**config.mk**
```make
export PLATFORM = sky130hd
export DESIGN_NAME = serial_adder
export DESIGN_NICKNAME = d
export VERILOG_FILES = /design/src/rtl/serial_adder.sv
export SDC_FILE = /design/constraint.sdc
export NUM_CORES = 1
export LEC_CHECK = 0
export ABC_AREA = 1
export BUFFER_PORTS_ARGS = -buffer_cell sky130_fd_sc_hd__buf_2
export CORE_UTILIZATION = 50
export CTS_BUF_LIST = sky130_fd_sc_hd__clkbuf_8
export DETAILED_ROUTE_END_ITERATION = 8
export GPL_ROUTABILITY_DRIVEN = 1
export PLACE_DENSITY = 0.81
export SETUP_SLACK_MARGIN = 0.05
export SYNTH_ARGS = -nofsm -noshare
export SYNTH_HDL_FRONTEND = slang
export SYNTH_SLANG_ARGS = --single-unit
```
**constraint.sdc**
```tcl
create_clock -name clk -period 2.62 [get_ports clk]
set_input_delay 0.262 -clock clk [delete_from_list [all_inputs] [get_ports clk]]
set_output_delay 0.262 -clock clk [all_outputs]
set_load 0.1 [all_outputs]
```
**src/rtl/serial_adder.sv**
```systemverilog
// -----------------------------------------------------------------------------
// serial_adder
//   Bit-serial adder/subtractor built around a single 1-bit full-adder cell.
//   One operand bit is processed per clock, LSB first. A WIDTH-bit operation
//   takes WIDTH RUN cycles followed by one DONE cycle.
//
// Ports
//   clk   : single clock, all state updates on its rising edge
//   rst   : synchronous, active-high reset
//   start : request a new operation (only honoured in IDLE)
//   sub   : 0 = a + b, 1 = a - b
//   a, b  : WIDTH-bit operands, captured on the start edge
//   busy  : high while the operation is running
//   done  : one-cycle pulse when sum/cout/ovf have just been updated
//   sum   : registered result, held until the next completion or reset
//   cout  : add: carry-out of MSB; subtract: not-borrow (a >= b unsigned)
//   ovf   : two's-complement signed overflow of the result
// -----------------------------------------------------------------------------
module serial_adder #(
    parameter int WIDTH = 8
) (
    input  logic             clk,
    input  logic             rst,
    input  logic             start,
    input  logic             sub,
    input  logic [WIDTH-1:0] a,
    input  logic [WIDTH-1:0] b,
    output logic             busy,
    output logic             done,
    output logic [WIDTH-1:0] sum,
    output logic             cout,
    output logic             ovf
);

    // One extra bit so the counter can represent WIDTH itself (WIDTH = 64).
    localparam int CNT_W = $clog2(WIDTH) + 1;

    typedef enum logic [1:0] {
        IDLE = 2'd0,
        RUN  = 2'd1,
        DONE = 2'd2
    } state_t;

    state_t           state_reg;
    logic [WIDTH-1:0] a_reg;
    logic [WIDTH-1:0] b_reg;
    logic [WIDTH-1:0] work_reg;
    logic             carry_reg;
    logic [CNT_W-1:0] cnt_reg;
    logic             busy_reg;
    logic             done_reg;
    logic [WIDTH-1:0] sum_reg;
    logic             cout_reg;
    logic             ovf_reg;

    // Full-adder cell: two half adders plus the carry OR.
    logic ha1_sum;
    logic ha1_carry;
    logic ha2_carry;
    logic sum_bit;
    logic carry_next;
    logic last_bit;
    logic [WIDTH-1:0] work_next;

    assign ha1_sum    = a_reg[0] ^ b_reg[0];
    assign ha1_carry  = a_reg[0] & b_reg[0];
    assign sum_bit    = ha1_sum ^ carry_reg;
    assign ha2_carry  = ha1_sum & carry_reg;
    assign carry_next = ha1_carry | ha2_carry;

    // Result bits enter at the MSB and move right, so after WIDTH shifts the
    // first-computed bit sits at position 0.
    assign work_next = {sum_bit, work_reg[WIDTH-1:1]};
    assign last_bit  = (cnt_reg == CNT_W'(WIDTH - 1));

    always_ff @(posedge clk) begin
        if (rst) begin
            state_reg <= IDLE;
            a_reg     <= '0;
            b_reg     <= '0;
            work_reg  <= '0;
            carry_reg <= 1'b0;
            cnt_reg   <= '0;
            busy_reg  <= 1'b0;
            done_reg  <= 1'b0;
            sum_reg   <= '0;
            cout_reg  <= 1'b0;
            ovf_reg   <= 1'b0;
        end else begin
            case (state_reg)
                IDLE: begin
                    if (start) begin
                        a_reg     <= a;
                        // Subtraction as a + ~b + 1: invert b, seed carry.
                        b_reg     <= sub ? ~b : b;
                        carry_reg <= sub;
                        cnt_reg   <= '0;
                        state_reg <= RUN;
                        busy_reg  <= 1'b1;
                    end
                end
                RUN: begin
                    work_reg  <= work_next;
                    a_reg     <= {1'b0, a_reg[WIDTH-1:1]};
                    b_reg     <= {1'b0, b_reg[WIDTH-1:1]};
                    carry_reg <= carry_next;
                    cnt_reg   <= cnt_reg + 1'b1;
                    if (last_bit) begin
                        // carry_reg here is the carry into the MSB; signed
                        // overflow is its mismatch with the carry out.
                        sum_reg   <= work_next;
                        cout_reg  <= carry_next;
                        ovf_reg   <= carry_reg ^ carry_next;
                        state_reg <= DONE;
                        busy_reg  <= 1'b0;
                        done_reg  <= 1'b1;
                    end
                end
                DONE: begin
                    state_reg <= IDLE;
                    done_reg  <= 1'b0;
                end
                default: begin
                    state_reg <= IDLE;
                    busy_reg  <= 1'b0;
                    done_reg  <= 1'b0;
                end
            endcase
        end
    end

    assign busy = busy_reg;
    assign done = done_reg;
    assign sum  = sum_reg;
    assign cout = cout_reg;
    assign ovf  = ovf_reg;

endmodule

```
# Yosys cells after proc, flatten, opt, wreduce, memory -nomap -nowiden
# Index checks and enable logic that the tools add are counted.
# word_totals
inputBits	20
out_inout_bits	12
elab_cells	50
regBits	43
# op_classes
muxes	17
eq_ne	5
addsub	1
reduce_logical	7
n_bitwise	9
# op_table
cell	n
$pmux 8 s2	2
$mux 8	3
$not 8->8	1
$pmux 4 s2	1
$reduce_and 2->1	4
$add 4x1->4 const B	1
$eq 4x3->1 const B	1
$mux 1	4
$mux 2	2
$mux 4	1
$ne 2x2->1 const B	2
$pmux 1 s2	2
$pmux 2 s2	1
$pmux 1 s3	1
$reduce_and 3->1	1
$xor 1x1->1	3
$and 1x1->1	2
$eq 2x1->1 const B	1
$eq 2x2->1 const B	1
$logic_not 2->1	1
$not 1->1	2
$reduce_bool 2->1	1
$or 1x1->1	1

# Logic depth before layout (Yosys ltp)
# logic_depth
word_depth	4
depth_mapped	8
mapped_depth_nobuf	7

# Worst setup path after synthesis
# OpenSTA, ideal clock, no wires.
# synth_path
path_kind	reg-to-reg
startpoint	reg, netlist name busy
endpoint	reg busy_reg, in the netlist busy
arrival_ns	1.218
n_path_buf	0
t_required_ns	2.553
setup_time_ns	0.067
stages_incl_launch_ff	3
synth_period_minus_slack_ns	1.285
slack_ns	1.335
cell_sequence	dfxtp_1 -> o21ai_0 -> nor2_1
# synth_rtl
element	line	rtl
end signal, assigned	84	busy_reg <= 1'b0;
end signal, assigned	99	busy_reg <= 1'b1;
end signal, assigned	115	busy_reg <= 1'b0;
end, declared	50	logic busy_reg;

# Worst setup path in the final report
# layout_path
startpoint	reg cnt_reg[0]
endpoint	reg ovf_reg, in the netlist ovf
# layout_between
elab_chain_cells	2
# layout_rtl
element	line	rtl
start, declared	49	logic [CNT_W-1:0] cnt_reg;
start signal, assigned	107	cnt_reg <= cnt_reg + 1'b1;
$eq 4x3->1	74	assign last_bit = (cnt_reg == CNT_W'(WIDTH - 1));
$reduce_and 2->1 (no source line)	--	
end signal, assigned	113	ovf_reg <= carry_reg ^ carry_next;
end, declared	54	logic ovf_reg;
# Every way passes these cells.
# A chain may end at the register's enable or synchronous reset.

==> results.cfg <==
[status]
outcome = finished, final reports clean

[layout]
nNetsFinal = 330
fill_cells = 350
layout_commonest_cell = nor2_1
antenna_cells = 0
drive_gt1_share_pct = 14.6
area_delta_synth_final_pct = 11.3
final_cell_mix = 74 x nor2_1, 68 x nand2_1, 42 x dfxtp_1
finalInstanceArea_sq_um = 2140

[critical_path]
worst-setup-path-type = reg -> reg
end_kind = flop
cp-start-kind = flop
worstPathRequired_ns = 2.81
path_max_fanout = 11
arrival_ns = 1.77

[cts]
cts_tree = done
cts_root_buffer = clkbuf_8
cts_hold_buf = 0
clkSlewWorstSetupHoldPaths_ns = 0.07
cts_sinks = 42
cts_setup_buffers = 0
cts_buffers = 5
cts_resized = 0
max-clock-path-buffers = 2
clk_latency_ns = 0.29
htree_levels = 2

[routing]
avgViaCountPerCell = 4.76
ant_nets = 0
route.detailed.wl_per_inst_um = 9.92
wirelength_um = 3540
dr.first_iter.drc_count = 112
route.detailed.drc = 0
firstDrtPassIters = 4
via_count = 1698

[floorplan]
die_h_um = 64.0
die_width_um = 64.0
start_util_pct = 52.4
num_rows = 22
core_sq_um = 3660
io_pins = 32
die_area_sq_um = 4090

[global_routing]
antenna_found_initial = 0
grt_max_degree = 28
grt_pass1_wl_um = 5950
groute.usage.overall_pct = 19.1
grt_overflow = 0
grt_pass1_vias = 1381

[power]
p_per_area_nw_per_um2 = 595
p_int_w = 0.000934
pwr-share-seq_pct = 54.3
vdd.ir_drop.worst_mv = 0.341
clkPwrFrac_pct = 33.0
power_switching_w = 0.000338
power_frac_comb_pct = 12.6
p_leak_nw = 1.04
swShare_pct = 26.5

[sta]
drv_slew = 0
fmax_mhz = 635
rsz0062_at_grt = no
finalCritPeriodShare_pct = 60.1
skew_ns = 0.00229
setup_viol = 0
tightest_slew_ns = 0.680
fin_setup_tns_ns = 0
maxSlewHeadroom_pct = 54.5
hold_viol_final = 0
period_needed_ns = 1.58

[placement]
gp_congestion = 0.755
placed_area_sq_um = 2050
place_hpwl_um = 2420
port_buffers = 31

[yosys]
synth-compound-area-share_pct = 7.43
seq_area_frac_synth_pct = 43.8
syn_nets = 305
synth_fa_ha_area_share_pct = 1.69
synth_cells = 283
synth_simple_gate_area_share_pct = 36.6
post_synth_xor_area_fraction_pct = 0.913
ys_types = 22
ys_ff_latch = 42
synthMuxAreaShare_pct = 0
syn_area_per_cell_sq_um = 6.78
syn_area_sq_um = 1920
yosys_warnings = 0
synth_top_family_by_area = simple AND/OR/NAND/NOR gates

[min_path]
hold_class = in -> reg

[job]
cap_violations = 0
cell type report:
type | instances | area (sq um) | area share (%)
clock buffer | 6 | 82.6 | 3.86
multi-input combinational | 204 | 896 | 41.9
inverter | 24 | 93.8 | 4.39
tap | 48 | 60.1 | 2.81
clock inverter | 2 | 8.76 | 0.410
sequential | 42 | 841 | 39.3
timing repair buffer | 31 | 155 | 7.26
critical path: stages (launching register included):
cell     delay, ns
dfxtp_1       0.37
ha_1          0.19
nand3_1       0.12
nor2_1        0.55
nand2_1       0.11
nand2_1       0.08
nor2_1        0.05
synth_stat cells:
master / instances / area share (%)
xor2_1: 1 / 0.46
o21ai_0: 11 / 2.9
ha_1: 1 / 0.65
a21boi_0: 1 / 0.39
nand2_1: 68 / 13
fa_1: 1 / 1.0
clkinv_2: 1 / 0.26
buf_6: 3 / 1.8
clkbuf_1: 2 / 0.39
o21ai_1: 10 / 2.6
buf_4: 3 / 1.2
inv_1: 21 / 4.1
buf_2: 5 / 1.3
a21oi_1: 6 / 1.6
nor2_2: 1 / 0.33
xnor2_1: 1 / 0.46
inv_4: 1 / 0.33
nor2_1: 74 / 14
inv_2: 1 / 0.20
nand2_4: 3 / 1.8
nand3_1: 26 / 6.8
dfxtp_1: 42 / 44
kinds of logic (layout without fill, tap and decap cells):
family / after synthesis / in the layout
DFF: 42 / 42
adders and majority gates: 2 / 2
AOI/OAI and AO/OA: 28 / 28
and+or+nand+nor: 172 / 172
buffers and inverters: 37 / 63
xor gates and xnor gates: 2 / 2
power groups by stage:
stage | Clock [W] | Combinational (W) | Sequential, W
final | 0.000420 | 0.000161 | 0.000691
after global routing | 0.000457 | 0.000183 | 0.000694
after CTS | 0.000430 | 0.000161 | 0.000690
after detailed placement | 0 | 0.000161 | 0.000705
after global placement | 0 | 0.000157 | 0.000704
after floorplan | 0 | 0.000123 | 0.000709
per-stage QoR:
stage          hold WS (ns)  utilization [%]  std cells  setup slack, ns  power, W
2_1_floorplan         0.406                -        283             1.33  0.000833
3_3_place_gp          0.458             55.9        349             1.11  0.000861
3_5_place_dp          0.469             55.9        349             1.05  0.000866
4_1_cts               0.211             58.4        357             1.03   0.00128
5_1_grt               0.219             58.4        357            0.814   0.00133
6_report              0.215             58.4        357             1.04   0.00127
worst paths after layout:
check,startpoint,end,slack [ns],depth (start not counted)
setup / recovery,cnt_reg[0]$_SDFFE_PP0P_,ovf$_SDFFE_PP0P_,1.04,6
hold / removal,a[7],a_reg[7]$_SDFFE_PP0P_,0.22,3
hold reg to reg,sum[1]$_SDFFE_PP0P_,sum[1]$_SDFFE_PP0P_,0.48,2
setup reg to reg,cnt_reg[0]$_SDFFE_PP0P_,ovf$_SDFFE_PP0P_,1.04,6
per-layer routing:
metal | track usage, % | wire length [um] | vias to the layer above | share of wire, %
li1 | - | - | 925 | -
met1 | 23.5 | 1740 | 725 | 49
met2 | 30.3 | 1570 | 41 | 44
met3 | 4.29 | 142 | 7 | 4.0
met4 | 11.1 | 85 | 0 | 2.4
met5 | 0 | 0 | - | 0
(Power assumes the default switching activity.)
